### src/rtl/usb_reg_burst_engine.sv
// usb_reg_burst_engine
//   Bus-master sequencer feeding the USB host-chip byte controller. One
//   command (register index, direction, length) becomes the chip's indexed
//   access sequence: an index write on a0=0 followed by data accesses on
//   a0=1. Write bytes are pulled from a valid/ready port and read bytes are
//   pushed to another, so buffer contents move without per-byte software
//   handshaking.
//
// Parameters
//   AUTO_INC : 1 = chip auto-increments its index, one index write per burst
//              0 = index write (reg+i) ahead of every data byte
//   TIMEOUT  : cycles a request may stay up without dn_stall rising
//
// Ports
//   clk, rst                     clock, asynchronous active-high reset
//   cmd_valid/cmd_ready          command handshake (ready only in IDLE)
//   cmd_write, cmd_reg, cmd_len  direction, starting index, byte count
//   wr_valid/wr_ready/wr_data    write-byte stream into the engine
//   rd_valid/rd_ready/rd_data    read-byte stream out of the engine
//   busy, done, err              status; done/err are one-cycle pulses
//   dn_read, dn_write, dn_a0,
//   dn_wdata, dn_stall, dn_rdata downstream byte-controller handshake
module usb_reg_burst_engine #(
  parameter int AUTO_INC = 1,
  parameter int TIMEOUT  = 64
) (
  input  logic       clk,
  input  logic       rst,
  input  logic       cmd_valid,
  output logic       cmd_ready,
  input  logic       cmd_write,
  input  logic [7:0] cmd_reg,
  input  logic [7:0] cmd_len,
  input  logic       wr_valid,
  output logic       wr_ready,
  input  logic [7:0] wr_data,
  output logic       rd_valid,
  input  logic       rd_ready,
  output logic [7:0] rd_data,
  output logic       busy,
  output logic       done,
  output logic       err,
  output logic       dn_read,
  output logic       dn_write,
  output logic       dn_a0,
  output logic [7:0] dn_wdata,
  input  logic       dn_stall,
  input  logic [7:0] dn_rdata
);

  localparam int TW = $clog2(TIMEOUT + 1);
  localparam logic [TW-1:0] TMO_LAST = TW'(TIMEOUT - 1);

  localparam logic [2:0] S_IDLE      = 3'd0;
  localparam logic [2:0] S_IDX_REQ   = 3'd1;
  localparam logic [2:0] S_IDX_WAIT  = 3'd2;
  localparam logic [2:0] S_FETCH     = 3'd3;
  localparam logic [2:0] S_DATA_REQ  = 3'd4;
  localparam logic [2:0] S_DATA_WAIT = 3'd5;
  localparam logic [2:0] S_PUSH      = 3'd6;
  localparam logic [2:0] S_DONE      = 3'd7;

  logic [2:0]    state;
  logic          is_write;
  logic [7:0]    idx;
  logic [7:0]    cnt;
  logic [TW-1:0] tmo;
  logic          err_q;
  logic [7:0]    wbyte;
  logic [7:0]    rbyte;

  logic in_req;
  assign in_req = (state == S_IDX_REQ) || (state == S_DATA_REQ);

  // Control path: state, counters, timeout and error pulse
  always_ff @(posedge clk or posedge rst) begin
    if (rst) begin
      state    <= S_IDLE;
      is_write <= 1'b0;
      idx      <= 8'd0;
      cnt      <= 8'd0;
      tmo      <= '0;
      err_q    <= 1'b0;
    end else begin
      err_q <= 1'b0;
      // The timeout counter only runs while a request is up, so it restarts
      // from zero at every request assertion.
      if (!in_req) tmo <= '0;
      case (state)
        S_IDLE: begin
          if (cmd_valid) begin
            is_write <= cmd_write;
            idx      <= cmd_reg;
            cnt      <= cmd_len;
            state    <= S_IDX_REQ;
          end
        end
        S_IDX_REQ, S_DATA_REQ: begin
          if (dn_stall) begin
            // Accepted: the request drops as we leave the REQ state.
            state <= (state == S_IDX_REQ) ? S_IDX_WAIT : S_DATA_WAIT;
          end else if (tmo == TMO_LAST) begin
            err_q <= 1'b1;
            state <= S_IDLE;
          end else begin
            tmo <= tmo + TW'(1);
          end
        end
        S_IDX_WAIT: begin
          if (!dn_stall) begin
            if (cnt == 8'd0)   state <= S_DONE;
            else if (is_write) state <= S_FETCH;
            else               state <= S_DATA_REQ;
          end
        end
        S_FETCH: begin
          if (wr_valid) state <= S_DATA_REQ;
        end
        S_DATA_WAIT: begin
          if (!dn_stall) begin
            cnt <= cnt - 8'd1;
            idx <= idx + 8'd1;
            if (!is_write)          state <= S_PUSH;
            else if (cnt == 8'd1)   state <= S_DONE;
            else if (AUTO_INC != 0) state <= S_FETCH;
            else                    state <= S_IDX_REQ;
          end
        end
        S_PUSH: begin
          // cnt was already decremented when the byte was captured.
          if (rd_ready) begin
            if (cnt == 8'd0)        state <= S_DONE;
            else if (AUTO_INC != 0) state <= S_DATA_REQ;
            else                    state <= S_IDX_REQ;
          end
        end
        default: state <= S_IDLE;
      endcase
    end
  end

  // Data path: byte holding registers, no reset (outputs are gated by state)
  always_ff @(posedge clk) begin
    if (state == S_FETCH && wr_valid) wbyte <= wr_data;
    if (state == S_DATA_WAIT && !dn_stall && !is_write) rbyte <= dn_rdata;
  end

  // Outputs decode straight from state so an asynchronous reset drops the
  // downstream request in the same instant.
  assign cmd_ready = (state == S_IDLE) && !rst;
  assign busy      = (state != S_IDLE);
  assign wr_ready  = (state == S_FETCH);
  assign rd_valid  = (state == S_PUSH);
  assign rd_data   = (state == S_PUSH) ? rbyte : 8'd0;
  assign done      = (state == S_DONE);
  assign err       = err_q;
  assign dn_write  = (state == S_IDX_REQ) || (state == S_DATA_REQ && is_write);
  assign dn_read   = (state == S_DATA_REQ) && !is_write;
  assign dn_a0     = (state == S_DATA_REQ);
  assign dn_wdata  = (state == S_IDX_REQ) ? idx :
                     (state == S_DATA_REQ && is_write) ? wbyte : 8'd0;

endmodule

### config.mk
export PLATFORM = sky130hd
export DESIGN_NAME = usb_reg_burst_engine
export DESIGN_NICKNAME = d
export VERILOG_FILES = /design/src/rtl/usb_reg_burst_engine.sv
export SDC_FILE = /design/constraint.sdc
export NUM_CORES = 1
export LEC_CHECK = 0
export BUFFER_PORTS_ARGS = -buffer_cell sky130_fd_sc_hd__buf_2
export CORE_ASPECT_RATIO = 0.6
export CORE_MARGIN = 3
export CORE_UTILIZATION = 46
export CTS_CLUSTER_DIAMETER = 60
export DETAILED_ROUTE_END_ITERATION = 10
export PLACE_DENSITY = 0.77
export RECOVER_POWER = 100
export SKIP_CTS_REPAIR_TIMING = 1
export SLEW_MARGIN = 20
export SYNTH_ARGS = -nofsm -noshare
export SYNTH_HDL_FRONTEND = slang
export SYNTH_SLANG_ARGS = --single-unit
### constraint.sdc
create_clock -name clk -period 5.3 [get_ports clk]
set_input_delay 1.06 -clock clk [delete_from_list [all_inputs] [get_ports clk]]
set_output_delay 1.06 -clock clk [all_outputs]
set_load 0.01 [all_outputs]
==> flow_metrics.tcl <==
set metrics [dict create \
    route.met2.wl_mm 2.350 \
    fp.dieW_microns 99.64 \
    drt_iter0_markers 234 \
    grt-ovfl-total 0 \
    status "finished, violations left" \
    slowest_delay_ps 570 \
    synthArstFlopShare_pct 63.64 \
    vias 2029 \
    fin_nets 349 \
    power_per_cell_area_nw_per_um2 512.1 \
    synth-seq-cells 44 \
    critPathLaunchType "register" \
    synth_edf_count 16 \
    final_cells 370 \
    worst_pin_slew_ps 1818 \
    vdd_ir_drop_max_mv 0.2595 \
    critPathLaunch "state[2]" \
    dpl.hpwl_mm 4.125 \
    pre_cts_slack_ps 2347 \
    multi_input_area_sq_um 1114 \
    setup_viol 0 \
    path_delay_family "simple AND/OR/NAND/NOR gates" \
    power_mw 1.438 \
    endpoint "dn_wdata[6]" \
    htreeDepth 2 \
    worst-setup-path-type "reg2out" \
    num_antenna_cells 0 \
    grt_usage_pct 18.56 \
    fmax_ghz 0.2966 \
    grt_max_degree 39 \
    place_area_sq_um 2750 \
    rows 19 \
    r2r_slack_ps 2200 \
    min_period_ps 3371 \
    skew_ps 4.144 \
    max_slew_margin_pct -21.19 \
    required_ps 4240 \
    max-cap-violations 2 \
    r2r-start "state[0]" \
    clockBufferDepth 2 \
    ys_seq_area_share_pct 48.81 \
    hold_path_class "reg2reg" \
    clock-root-buffer "clkbuf_8" \
    hold_viol_final 0 \
    vias_per_cell 5.484 \
    grt_pass1_wl_mm 9.204 \
    cp_cell_sequence "nor2b_1 > and2_0 > a22oi_1 > nor2_1 > clkbuf_1" \
    cp_slowest_cell "dfrtp_1" \
    routedWlPerCell_microns 15.19 \
    wl_met3_microns 410 \
    numPortBuffers 63 \
    die_area_sq_um 6195 \
    rsz0062_at_grt "false" \
    cp_max_fo 14 \
    clk_latency_ps 300 \
    reg2reg_to "idx[2]" \
    clk_pin_slew_worst_paths_ps 90 \
    num-fill-cells 457 \
    fin_util_pct 58.18 \
    synthesis.nets 293 \
    drt_wl_total_mm 5.621 \
    dr.max_layer_used "met4" \
    slew_viol_final 56 \
    setup_ws_ps 1929 \
    syn_area_sq_um 2420 \
    postSynthAreaPerCell_sq_um 9.679 \
    violations "capacitance limit, slew limit" \
    holdWs_ps 469.2 \
    worstPathArrival_ps 2310 \
    first_pass_iters 4 \
    grt_pass1_vias 1824 \
    worstPathBufferInverterCount 1 \
    cp-end-kind "primary output" \
    seqCellArea_sq_um 1181 \
    drtAntennaViolNets 0 \
    numClockSinks 44 \
    finalCritPeriodShare_pct 63.61 \
    antenna_found_initial 0 \
    fp.dieH_microns 62.18 \
    worst_r2r_path_depth 5 \
    pin_count 64 \
    tritoncts "yes" \
    drcViolationCount 0 \
    gp_congestion 0.8743 \
    synth_cell_types 48 \
    mostFrequentLayoutCell "buf_2" \
    start_util_pct 50.14 \
    postLayoutCellArea_sq_um 2808 \
    synthFlopType "dfrtp_1" \
    coreArea_sq_um 4826 \
    final.setup.tns_ps 0 \
    dp.cells 362 \
    drive_gt1_share_pct 17.92 \
    synth_warnings 0 \
    cts_made_buffers 5 \
    leakagePower_nw 1.154 \
    wl_met1_mm 2.810 \
    final_cell_mix "buf_2 (39), dfrtp_1 (28), nor2_1 (27)" \
    cp.depth 5 \
    synth_cells 250 \
    syn2layout_area_growth_pct 16.03 \
    hold_path_depth 1 \
]
## flip-flops by register name, indices dropped and copies added (netlist names)
name      flops
is_write      1
err           1
cnt           8
tmo           7
rbyte         8
state         3
wbyte         8
idx           8
## cells by family (layout without fill, tap and decap cells)
| group | after synthesis | after routing | share of synthesized area, % |
|---|---|---|---|
| compound gates | 70 | 70 | 18.82 |
| buf+inv | 23 | 80 | 4.343 |
| simple gates | 97 | 97 | 21.10 |
| fa+ha+maj | 4 | 4 | 2.068 |
| mux | 7 | 7 | 3.051 |
| xor+xnor | 5 | 5 | 1.810 |
| flops | 44 | 44 | 48.81 |
## worst register-to-register path, cell delays in order, from the launching register on
cell     delay, ps
dfrtp_1        620
nand2_1        180
or2_0          250
a21oi_1       1360
o21ai_0        270
a22o_1         310
## worst min-delay path by stage
stage          startpoint  endpoint  slack, ps
2_1_floorplan      tmo[6]       err        420
3_3_place_gp       tmo[6]       err        450
3_5_place_dp       tmo[6]       err        450
4_1_cts            tmo[6]       err        470
5_1_grt            tmo[6]       err        490
6_report           tmo[6]       err        470
## layout make-up
| cell class | instances | share of cell area, % |
|---|---|---|
| tap | 63 | 2.807 |
| timing repair buffer | 65 | 10.56 |
| sequential | 44 | 42.07 |
| multi-input combinational | 183 | 39.66 |
| clock inverter | 3 | 1.515 |
| clock buffer | 5 | 2.451 |
| inverter | 7 | 0.9358 |
## Yosys cell counts, types with 3 or more instances
cell	n	area, sq um
a21oi_1	23	115.1
a22oi_1	9	67.56
and2_1	3	18.77
and3_1	12	75.07
buf_2	9	45.04
clkbuf_1	5	18.77
dfrtp_1	28	700.7
edfxtp_1	16	480.5
ha_1	4	50.05
inv_1	7	26.28
mux2_2	3	33.78
mux2i_1	4	40.04
nand2_1	20	75.07
nand3_1	7	35.03
nand4_1	5	31.28
nor2_1	27	101.4
nor3_1	8	40.04
o21ai_0	17	85.08
o22ai_1	3	18.77
o2bb2ai_1	3	26.28
xor2_1	4	35.03
## per-layer routing
layer	up-vias	track usage, %
li1	1024	-
met1	932	28.49
met2	69	25.92
met3	4	4.362
met4	0	5.111
met5	-	0
## power by group
group / internal (mW) / switching, mW
Sequential: 0.446 / 0.164
Clock: 0.140 / 0.119
Combinational: 0.235 / 0.334
(Power assumes the default switching activity.)
